==> config.mk <==
export PLATFORM = sky130hd
export DESIGN_NAME = norm_arbiter_flat
export DESIGN_NICKNAME = d
export VERILOG_FILES = /design/src/rtl/norm_arbiter_if.sv /design/src/rtl/norm_arbiter.sv /design/src/flat_wrapper.sv
export SDC_FILE = /design/constraint.sdc
export NUM_CORES = 1
export LEC_CHECK = 0
export CORE_ASPECT_RATIO = 1.4
export CORE_MARGIN = 3
export CORE_UTILIZATION = 57
export CTS_CLUSTER_DIAMETER = 50
export DETAILED_ROUTE_END_ITERATION = 8
export HOLD_SLACK_MARGIN = 0.1
export PLACE_DENSITY = 0.89
export SETUP_SLACK_MARGIN = 0.02
export SLEW_MARGIN = 40
export SYNTH_ARGS = -nofsm -noshare
export SYNTH_HDL_FRONTEND = slang
export SYNTH_SLANG_ARGS = --single-unit
==> constraint.sdc <==
create_clock -name clk -period 3.9 [get_ports clk]
set_input_delay 0.78 -clock clk [delete_from_list [all_inputs] [get_ports clk]]
set_output_delay 0.78 -clock clk [all_outputs]
set_load 0.02 [all_outputs]
==> src/rtl/norm_arbiter_if.sv <==
// norm_arbiter_if: two-requester operand handshake plus normalized-result handshake
interface norm_arbiter_if;
    logic        req0_valid;
    logic        req0_ready;
    logic [7:0]  req0_exp;
    logic [27:0] req0_mantis;
    logic        req1_valid;
    logic        req1_ready;
    logic [7:0]  req1_exp;
    logic [27:0] req1_mantis;
    logic        out_valid;
    logic        out_ready;
    logic [7:0]  out_exp;
    logic [27:0] out_mantis;
    logic        out_id;

    modport slave (
        input  req0_valid, req0_exp, req0_mantis,
        input  req1_valid, req1_exp, req1_mantis,
        input  out_ready,
        output req0_ready, req1_ready,
        output out_valid, out_exp, out_mantis, out_id
    );

    modport master (
        output req0_valid, req0_exp, req0_mantis,
        output req1_valid, req1_exp, req1_mantis,
        output out_ready,
        input  req0_ready, req1_ready,
        input  out_valid, out_exp, out_mantis, out_id
    );
endinterface

==> src/rtl/norm_arbiter.sv <==
// norm_arbiter: two requesters share one normalizer behind a single-entry output register; define NORM_ARB_ROUND_ROBIN_EN for round-robin, else fixed priority to requester 0
module norm_normalize (
    input  logic [7:0]  i_exp,
    input  logic [27:0] i_mantis,
    output logic [7:0]  o_exp,
    output logic [27:0] o_mantis
);
    logic [4:0] w_lz;
    logic [7:0] w_shift;
    logic       w_fits;

    // leading-zero count: the highest set bit is visited last and wins; a zero mantissa gives 0
    always_comb begin
        w_lz = '0;
        for (int i = 0; i < 28; i++)
            if (i_mantis[i]) w_lz = 5'(27 - i);
    end

    assign w_shift = {3'b000, w_lz};
    assign w_fits  = i_exp >= w_shift;

    // when the exponent cannot absorb the full shift, stop at exponent 0 (partially normalized)
    always_comb begin
        o_exp    = w_fits ? i_exp - w_shift : 8'd0;
        o_mantis = w_fits ? i_mantis << w_lz : i_mantis << i_exp;
    end
endmodule

module norm_arbiter (
    input  logic         clk,
    input  logic         rst,
    norm_arbiter_if.slave bus
);
    typedef enum logic {EMPTY, FULL} state_t;

    state_t      r_state;
    state_t      w_next;
    logic        w_grant0;
    logic        w_grant1;
    logic        w_sel;
    logic        w_can_accept;
    logic        w_accept;
    logic [7:0]  w_in_exp;
    logic [27:0] w_in_mantis;
    logic [7:0]  w_norm_exp;
    logic [27:0] w_norm_mantis;
    logic [7:0]  r_exp;
    logic [27:0] r_mantis;
    logic        r_id;

`ifdef NORM_ARB_ROUND_ROBIN_EN
    logic r_ptr;

    // pointer names the requester preferred on a tie; after each transfer it moves to the other one
    always_ff @(posedge clk or posedge rst)
        if (rst) r_ptr <= 1'b0;
        else if (w_accept) r_ptr <= ~w_sel;

    // a lone valid always wins; on a tie the pointer decides
    always_comb begin
        w_grant0 = bus.req0_valid & (~bus.req1_valid | ~r_ptr);
        w_grant1 = bus.req1_valid & (~bus.req0_valid | r_ptr);
    end
`else
    // fixed priority: requester 0 wins every tie
    always_comb begin
        w_grant0 = bus.req0_valid;
        w_grant1 = bus.req1_valid & ~bus.req0_valid;
    end
`endif

    // the output slot is free when empty or being drained this cycle; nothing is accepted during reset
    assign w_can_accept   = ~rst & ((r_state == EMPTY) | bus.out_ready);
    assign w_accept       = (w_grant0 | w_grant1) & w_can_accept;
    assign w_sel          = w_grant1;
    assign w_in_exp       = w_sel ? bus.req1_exp : bus.req0_exp;
    assign w_in_mantis    = w_sel ? bus.req1_mantis : bus.req0_mantis;
    assign bus.req0_ready = w_grant0 & w_can_accept;
    assign bus.req1_ready = w_grant1 & w_can_accept;

    norm_normalize u_norm (
        .i_exp    (w_in_exp),
        .i_mantis (w_in_mantis),
        .o_exp    (w_norm_exp),
        .o_mantis (w_norm_mantis)
    );

    // state register
    always_ff @(posedge clk or posedge rst)
        if (rst) r_state <= EMPTY;
        else r_state <= w_next;

    // an accept always fills the slot (reload on drain); a drain without accept empties it
    always_comb begin
        w_next = r_state;
        if (w_accept) w_next = FULL;
        else if (r_state == FULL && bus.out_ready) w_next = EMPTY;
    end

    // result register loads only on an accepted transfer, otherwise holds
    always_ff @(posedge clk or posedge rst)
        if (rst) begin
            r_exp    <= '0;
            r_mantis <= '0;
            r_id     <= 1'b0;
        end else if (w_accept) begin
            r_exp    <= w_norm_exp;
            r_mantis <= w_norm_mantis;
            r_id     <= w_sel;
        end

    assign bus.out_valid  = r_state == FULL;
    assign bus.out_exp    = r_exp;
    assign bus.out_mantis = r_mantis;
    assign bus.out_id     = r_id;

    a_one_ready: assert property (@(posedge clk) disable iff (rst)
        !(bus.req0_ready && bus.req1_ready));
    a_hold: assert property (@(posedge clk) disable iff (rst)
        (r_state == FULL && !bus.out_ready) |=> ($stable(r_exp) && $stable(r_mantis) && $stable(r_id)));
endmodule

==> src/flat_wrapper.sv <==
// flat-port wrapper written by rule: the top's interface ports become plain ports
module norm_arbiter_flat 
  (clk, rst, bus_req0_valid, bus_req0_exp, bus_req0_mantis, bus_req1_valid, bus_req1_exp, bus_req1_mantis, bus_out_ready, bus_req0_ready, bus_req1_ready, bus_out_valid, bus_out_exp, bus_out_mantis, bus_out_id);
  norm_arbiter_if bus_i ();
  input  logic clk;
  input  logic rst;
  input wire logic [$bits(bus_i.req0_valid)-1:0] bus_req0_valid;
  input wire logic [$bits(bus_i.req0_exp)-1:0] bus_req0_exp;
  input wire logic [$bits(bus_i.req0_mantis)-1:0] bus_req0_mantis;
  input wire logic [$bits(bus_i.req1_valid)-1:0] bus_req1_valid;
  input wire logic [$bits(bus_i.req1_exp)-1:0] bus_req1_exp;
  input wire logic [$bits(bus_i.req1_mantis)-1:0] bus_req1_mantis;
  input wire logic [$bits(bus_i.out_ready)-1:0] bus_out_ready;
  output wire logic [$bits(bus_i.req0_ready)-1:0] bus_req0_ready;
  output wire logic [$bits(bus_i.req1_ready)-1:0] bus_req1_ready;
  output wire logic [$bits(bus_i.out_valid)-1:0] bus_out_valid;
  output wire logic [$bits(bus_i.out_exp)-1:0] bus_out_exp;
  output wire logic [$bits(bus_i.out_mantis)-1:0] bus_out_mantis;
  output wire logic [$bits(bus_i.out_id)-1:0] bus_out_id;
  assign bus_i.req0_valid = bus_req0_valid;
  assign bus_i.req0_exp = bus_req0_exp;
  assign bus_i.req0_mantis = bus_req0_mantis;
  assign bus_i.req1_valid = bus_req1_valid;
  assign bus_i.req1_exp = bus_req1_exp;
  assign bus_i.req1_mantis = bus_req1_mantis;
  assign bus_i.out_ready = bus_out_ready;
  assign bus_req0_ready = bus_i.req0_ready;
  assign bus_req1_ready = bus_i.req1_ready;
  assign bus_out_valid = bus_i.out_valid;
  assign bus_out_exp = bus_i.out_exp;
  assign bus_out_mantis = bus_i.out_mantis;
  assign bus_out_id = bus_i.out_id;
  norm_arbiter u_core (.clk(clk), .rst(rst), .bus(bus_i));
endmodule
==> results of run 1 <==
## per-stage QoR
stage	cells	TNS [ns]	hold slack, ns	setup WS (ns)
detailed placement	1081	-62.44	0.461	-2.29
global placement	1081	-51.47	0.452	-1.85
floorplan	681	-26.20	0.583	-1.09
## logic make-up after synthesis
| family | count (synthesis) | share of synthesized area, % |
|---|---|---|
| adders and majority gates | 6 | 1.54 |
| and+or+nand+nor | 211 | 20.1 |
| xor gates and xnor gates | 5 | 0.819 |
| DFF | 38 | 17.8 |
| muxes | 91 | 17.9 |
| AOI/OAI and AO/OA | 263 | 35.5 |
| buffers and inverters | 67 | 6.41 |
## synth_stat cells, types with 3 or more instances
cell type	number	area (um^2)
a211o_1	4	35.0
a211oi_1	42	315
a21o_1	8	60.1
a21oi_1	65	325
a221o_1	6	60.1
a221oi_1	14	123
a22o_1	7	61.3
a22oi_1	10	75.1
a31oi_1	8	50.1
a32oi_1	3	26.3
and2_1	6	37.5
and3_1	3	18.8
buf_1	6	22.5
buf_2	18	90.1
buf_6	6	67.6
clkbuf_1	19	71.3
dfrtp_1	38	951
ha_1	5	62.6
inv_1	14	52.6
mux2_2	9	101
mux2i_1	77	771
nand2_1	68	255
nand2b_1	6	37.5
nand3_1	24	120
nand3b_1	3	22.5
nor2_1	41	154
nor2b_1	18	113
nor3_1	8	40.0
o211ai_1	6	45.0
o21a_1	5	37.5
o21ai_0	22	110
o21ai_1	3	15.0
o22ai_1	9	56.3
o311ai_1	3	26.3
o31ai_1	14	105
or3_1	10	62.6
or4b_1	5	50.1
xnor2_1	4	35.0
==> qor.txt, run 1 <==
commonest register cell after synthesis = dfrtp_1
root buffer cell = clkbuf_16
Die Wd = 87.9 um
Gate Count Post-Synth = 681
Yosys reg bits = 38
hold_buf cts = 0
Post-CTS Resized = 162
warnings from Yosys = 0
Die Height = 121 um
Stopped at = clock tree synthesis (4_1_cts)
num ports = 117
gpl congestion = 1.12
initial core utilization = 58.9%
outcome = did not finish
Syn Nets = 764
deepest clock path buffer count = 2
H-tree level count = 2
EDFF count, synth = 0
ys async rst share = 100%
First Error = [ERROR DPL-0038] Utilization greater than 100%, impossible to legalize
Placed Area = 8190 um^2
setup repair bufs after CTS = 38
CTS sink cnt = 38
Seq/Total Area, Yosys = 17.8%
Post-Syn Area = 5350 um^2
HPWL Detailed = 20400 um
Distinct cells, synth = 85
IO Port Bufs = 116
row count = 41
syn avg cell area = 7.85 um^2
CTS buffer count = 5
==> run 2, diff against run 1 <==
==> config.mk (replaced) <==
export PLATFORM = sky130hd
export DESIGN_NAME = norm_arbiter_flat
export DESIGN_NICKNAME = d
export VERILOG_FILES = /design/src/rtl/norm_arbiter_if.sv /design/src/rtl/norm_arbiter.sv /design/src/flat_wrapper.sv
export SDC_FILE = /design/constraint.sdc
export NUM_CORES = 1
export LEC_CHECK = 0
export CORE_MARGIN = 3
export CORE_UTILIZATION = 40
export DETAILED_ROUTE_END_ITERATION = 8
export PLACE_DENSITY_LB_ADDON = 0.15
export SLEW_MARGIN = 40
export SYNTH_ARGS = -nofsm -noshare
export SYNTH_HDL_FRONTEND = slang
export SYNTH_SLANG_ARGS = --single-unit
==> qor.txt, run 2 <==
Worst EP arrival = 5.46 ns
startpoint types = input port
Fillers = 812
syn avg cell area = 7.85 um^2
Fmax = 191 MHz
Vias = 7706
EDFF count, synth = 0
Post-Route WL = 27700 um
Seq/Total Area, Yosys = 17.8%
row count = 41
vias in the first global route = 7585
most frequent cells in the layout = buf_4, clkdlybuf4s50_1, nand2_1
total track usage = 34.5%
Post-Syn Area = 5350 um^2
gpl congestion = 1.03
max reg flops = 28
Area Overhead vs Synth = 93.0%
post-synth top area cell = dfrtp_1
warnings from Yosys = 0
root buffer cell = clkbuf_16
Crit path top cell by count = buf_6
final instance area = 10300 um^2
routed vias/inst = 6.22
hold_buf cts = 0
CTS tree = built
clock latency on the worst-skew pair = 0.30 ns
global-route wire length before repair = 40400 um
initial core utilization = 41.7%
Slew headroom = 45.5%
placed cells = 1157
post-synth top area share = 17.8%
layout net count = 1148
Placed Area = 8330 um^2
outcome = complete, but fails checks
Initial DRC Count = 783
Worst Clk Skew = 0.00285 ns
Post-synth top cells = mux2i_1, nand2_1, a21oi_1
clk slew on worst S/H paths = 0.06 ns
IO Port Bufs = 116
maximum vdd drop = 0.217 mV
Max Slew Vio Count = 0
Hold Crit Class = reg2reg
num ports = 117
total die area = 14800 um^2
Die Wd = 122 um
critical path type = in2reg
initial antenna violation count = 0
Tcrit/Tclk final = 134%
Multi-input gate area = 5140 um^2
largest net degree at the start of global routing = 39
M1 wire length = 11200 um
Power Density = 288 nW/um^2
total gr overflow = 0
layout cells sized above 1 = 46.4%
setup slack after layout = -1.33 ns
HPWL Detailed = 19200 um
RSZ-0062 raised after global routing = yes
min Tclk post-route = 5.23 ns
final setup violation count = 31
slowest stage delay, CP = 0.52 ns
commonest register cell after synthesis = dfrtp_1
WL per Instance = 22.3 um
H-tree level count = 2
worst r2r path cells = 6
Least-Margin Pin Slew = 0.817 ns
Yosys reg bits = 38
Core Area = 12800 um^2
Worst setup endpoint = u_core.bus.out_mantis[10]
deepest clock path buffer count = 2
total of max-cap violations = 0
met2 WL = 13200 um
worst r2r dst = u_core.bus.out_mantis[26]
Final ANT Viol Nets = 0
slowest stage cell, crit path = or4b_1
DR DRC count = 0
CTS buffer count = 5
ys async rst share = 100%
most common cell in the netlist = mux2i_1
Sequential Area = 951 um^2
CP cell instances = buf_8 -> buf_6 -> or4b_1 -> o31ai_1 -> buf_4 -> o311ai_4 -> a32o_2 -> or2_4 -> fa_2 -> a211o_1 -> o211ai_1 -> nand4_4 -> buf_6 -> nor2_4 -> or2_4 -> nor2_4 -> buf_6 -> a221o_1 -> mux2i_2 -> mux2i_4 -> buf_6 -> nand2b_4 -> a21oi_2
crit path max fanout = 7
failing checks = negative setup slack
commonest non-fill, non-tap cell in the layout = buf_4
leakage power = 4.50 nW
DR top layer = met4
Distinct cells, synth = 85
Syn Nets = 764
diode count = 0
DR pass1 iterations = 6
Final Hold Fails = 0
Post-Layout Cell Count = 1238
Gate Count Post-Synth = 681
flop2flop setup slack = 1.73 ns
Die Height = 122 um
Req. time, crit path = 4.13 ns
leading post-synthesis cells by cell area = dfrtp_1, mux2i_1, a21oi_1, a211oi_1, nand2_1
Worst Setup SP = bus_req0_valid
RR Startpoint = u_core.bus.out_valid
WL met3 = 2130 um
Crit. End Element = register
CTS sink cnt = 38
-- run 2: cell counts after synthesis --
Identical to the previous run, type by type.
-- run 2: cells by family after synthesis --
family | share of synthesized area [%]
AO/OA/AOI/OAI | 35.5
XOR/XNOR | 0.819
buffers and inverters | 6.41
flip-flops | 17.8
AND/OR/NAND/NOR | 20.1
multiplexers | 17.9
adder cells (fa/ha/maj) | 1.54
-- run 2: cell type report --
cell class              instances  area share [%]
clock buffers                   5            1.21
clock inverters                 3           0.436
inverters                      15           0.546
multi-input cells             576            49.8
flip-flops and latches         38            9.21
well taps                     172            2.09
repair buffers                429            36.7
-- run 2: report_power, final --
group / switching (mW) / internal [mW] / leakage, nW
Sequential: 0.0631 / 0.494 / 0.459
Combinational: 0.963 / 0.970 / 3.97
Clock: 0.181 / 0.302 / 0.0760
-- run 2: stage by stage --
step | util, % | TNS, ns | setup slack, ns | power (mW) | hold WS (ns)
after floorplan | - | -26.20 | -1.09 | 1.30 | 0.583
after global placement | 64.9 | -64.73 | -2.31 | 2.05 | 0.455
after detailed placement | 64.9 | -66.78 | -2.30 | 2.07 | 0.467
after CTS | 75.3 | -29.95 | -1.12 | 2.78 | 0.481
after global routing | 80.5 | -39.43 | -1.58 | 3.09 | 0.510
final | 80.5 | -33.62 | -1.33 | 2.97 | 0.476
-- run 2: worst min-delay path by stage --
stage | from | end | slack [ns] | depth (start not counted)
after floorplan | u_core.bus.out_exp[1] | u_core.bus.out_exp[1] | 0.58 | 2
after global placement | u_core.bus.out_mantis[14] | u_core.bus.out_mantis[14] | 0.46 | 2
after detailed placement | u_core.bus.out_mantis[14] | u_core.bus.out_mantis[14] | 0.47 | 2
after CTS | u_core.bus.out_mantis[14] | u_core.bus.out_mantis[14] | 0.48 | 2
after global routing | u_core.bus.out_mantis[14] | u_core.bus.out_mantis[14] | 0.51 | 2
final | u_core.bus.out_mantis[14] | u_core.bus.out_mantis[14] | 0.48 | 2
-- run 2: metal layers --
layer  vias up  GRT usage (%)
met5         -              0
met4         0           13.3
met3       102           6.55
met2       447           57.5
met1      3730           44.1
li1       3427              -
-- run 2: critical path: cells and delay by family --
kind	cells	cell delay [ns]
AO/OA/AOI/OAI	7	1.51
adder cells (fa/ha/maj)	1	0.37
buffers and inverters	6	0.91
multiplexers	2	0.41
AND/OR/NAND/NOR	7	1.46
-- run 2: what timing repair did --
item                                   4_1_cts  5_1_grt
gates cloned                                 0        2
endpoints found under the hold margin        0        0
setup buffers                               59       30
gates resized for setup                    190       90
pin swaps                                   68       54
setup endpoints to repair                   36       36
Note: power is estimated with default switching activity, not from simulation.
==> run 3, diff against run 2 <==
--- a/config.mk
+++ b/config.mk
@@ -7,6 +7,7 @@
 export LEC_CHECK = 0
 export CORE_MARGIN = 3
 export CORE_UTILIZATION = 40
+export CTS_CLUSTER_DIAMETER = 40
 export DETAILED_ROUTE_END_ITERATION = 8
 export PLACE_DENSITY_LB_ADDON = 0.15
 export SLEW_MARGIN = 40
==> results of run 3 <==
The final DEF is identical to that of run 2; final timing and power are the same.
==> run 4, diff against run 3 <==
--- a/config.mk
+++ b/config.mk
@@ -9,6 +9,7 @@
 export CORE_UTILIZATION = 40
 export CTS_CLUSTER_DIAMETER = 40
 export DETAILED_ROUTE_END_ITERATION = 8
+export MAX_ROUTING_LAYER = met4
 export PLACE_DENSITY_LB_ADDON = 0.15
 export SLEW_MARGIN = 40
 export SYNTH_ARGS = -nofsm -noshare
==> qor.txt, run 4 (synthesized netlist as in run 2, its figures left out) <==
outcome = complete, but fails checks
failing checks = negative setup slack
Worst EP arrival = 5.59 ns
DR DRC count = 0
Fmax = 185 MHz
layout cells sized above 1 = 50.0%
startpoint types = input port
row count = 41
DR pass1 iterations = 6
HPWL Detailed = 19000 um
initial antenna violation count = 0
crit path max fanout = 8
Final Hold Fails = 0
WL per Instance = 22.8 um
commonest non-fill, non-tap cell in the layout = buf_4
total of max-cap violations = 0
vias in the first global route = 7553
total gr overflow = 0
Hold Crit Class = reg2reg
slowest stage cell, crit path = fa_2
critical path type = in2reg
Die Height = 122 um
layout net count = 1177
most frequent cells in the layout = buf_4, clkdlybuf4s50_1, nand2_1
root buffer cell = clkbuf_16
setup slack after layout = -1.50 ns
sw power = 1.24 mW
H-tree level count = 2
min Tclk post-route = 5.40 ns
total die area = 14800 um^2
hold slack final = 0.481 ns
Power Density = 280 nW/um^2
CTS tree = built
switching share of power = 41.3%
clock latency on the worst-skew pair = 0.29 ns
routed vias/inst = 6.38
fin util = 84.0%
Die Wd = 122 um
total track usage = 34.8%
largest net degree at the start of global routing = 39
total power = 3.02 mW
Post-Route WL = 28900 um
CTS sink cnt = 38
deepest clock path buffer count = 2
Slew headroom = 47.3%
Least-Margin Pin Slew = 0.790 ns
Clk pwr share = 14.2%
Tcrit/Tclk final = 138%
initial core utilization = 41.7%
CTS buffer count = 5
Worst Clk Skew = 0.00923 ns
gpl congestion = 1.04
clk slew on worst S/H paths = 0.06 ns
RSZ-0062 raised after global routing = yes
Req. time, crit path = 4.09 ns
leakage power = 4.73 nW
Core Area = 12800 um^2
Setup TNS = -41.85 ns
final setup violation count = 36
Max Slew Vio Count = 0
Initial DRC Count = 821
Vias = 8079
Crit. End Element = register
Comb pwr share = 67.5%
Final ANT Viol Nets = 0
max reg flops = 28
hold_buf cts = 0
slowest stage delay, CP = 0.34 ns
diode count = 0
Seq pwr share = 18.3%
Area Overhead vs Synth = 101%
global-route wire length before repair = 39800 um
num ports = 117
maximum vdd drop = 0.216 mV
total internal power = 1.77 mW
IO Port Bufs = 116
## run 4: power groups by stage
stage	clock network (mW)	logic (mW)	registers (mW)
after detailed placement	0	1.52	0.557
after floorplan	0	0.622	0.675
after global placement	0	1.51	0.551
final	0.427	2.04	0.552
after global routing	0.439	2.12	0.562
after CTS	0.421	1.76	0.551
## run 4: per-layer routing
metal | wire [um] | GRT usage (%) | vias up
met4 | 1470 | 12.5 | 0
met5 | 0 | - | -
met1 | 10800 | 42.8 | 3824
met2 | 13700 | 56.5 | 622
met3 | 2820 | 7.24 | 160
li1 | - | - | 3473
## run 4: cell type report
cell class              count  area [um^2]
clock buffers               6          139
multi-input cells         576         5230
inverters                  15         56.3
clock inverters             2         12.5
well taps                 172          215
fillers                   694         2050
flip-flops and latches     38          951
repair buffers            458         4170
## run 4: worst paths after layout
check,startpoint,endpoint,slack [ns],depth (start not counted)
max,bus_req1_valid,u_core.bus.out_mantis[27],-1.50,27
min,u_core.bus.out_id,u_core.bus.out_id,0.48,1
max reg2reg,u_core.bus.out_valid,u_core.bus.out_mantis[24],1.90,5
min reg2reg,u_core.bus.out_id,u_core.bus.out_id,0.48,1
max in group asynchronous,rst,u_core.bus.out_mantis[22],2.57,3
min in group asynchronous,rst,u_core.bus.out_mantis[11],0.99,3
## run 4: repair_timing
action,4_1_cts,5_1_grt
gates cloned,4,0
buffers inserted,56,43
resized for setup,179,136
pin swaps,81,55
setup endpoints to repair,36,36
## run 4: stage by stage
stage | cell area (um^2) | std cells | worst slack [ns]
5_1_grt | 10800 | 1267 | -1.64
2_1_floorplan | 5440 | 681 | -1.09
6_report | 10800 | 1267 | -1.50
4_1_cts | 9800 | 1227 | -1.16
3_5_place_dp | 8400 | 1164 | -2.48
3_3_place_gp | 8390 | 1164 | -2.39
## run 4: critical path: cells and delay by family
kind                       cells  cell delay [ns]
AOI/OAI and AO/OA             12             2.46
adders and majority gates      2             0.55
and+or+nand+nor                5             0.66
buffers and inverters          8             1.11
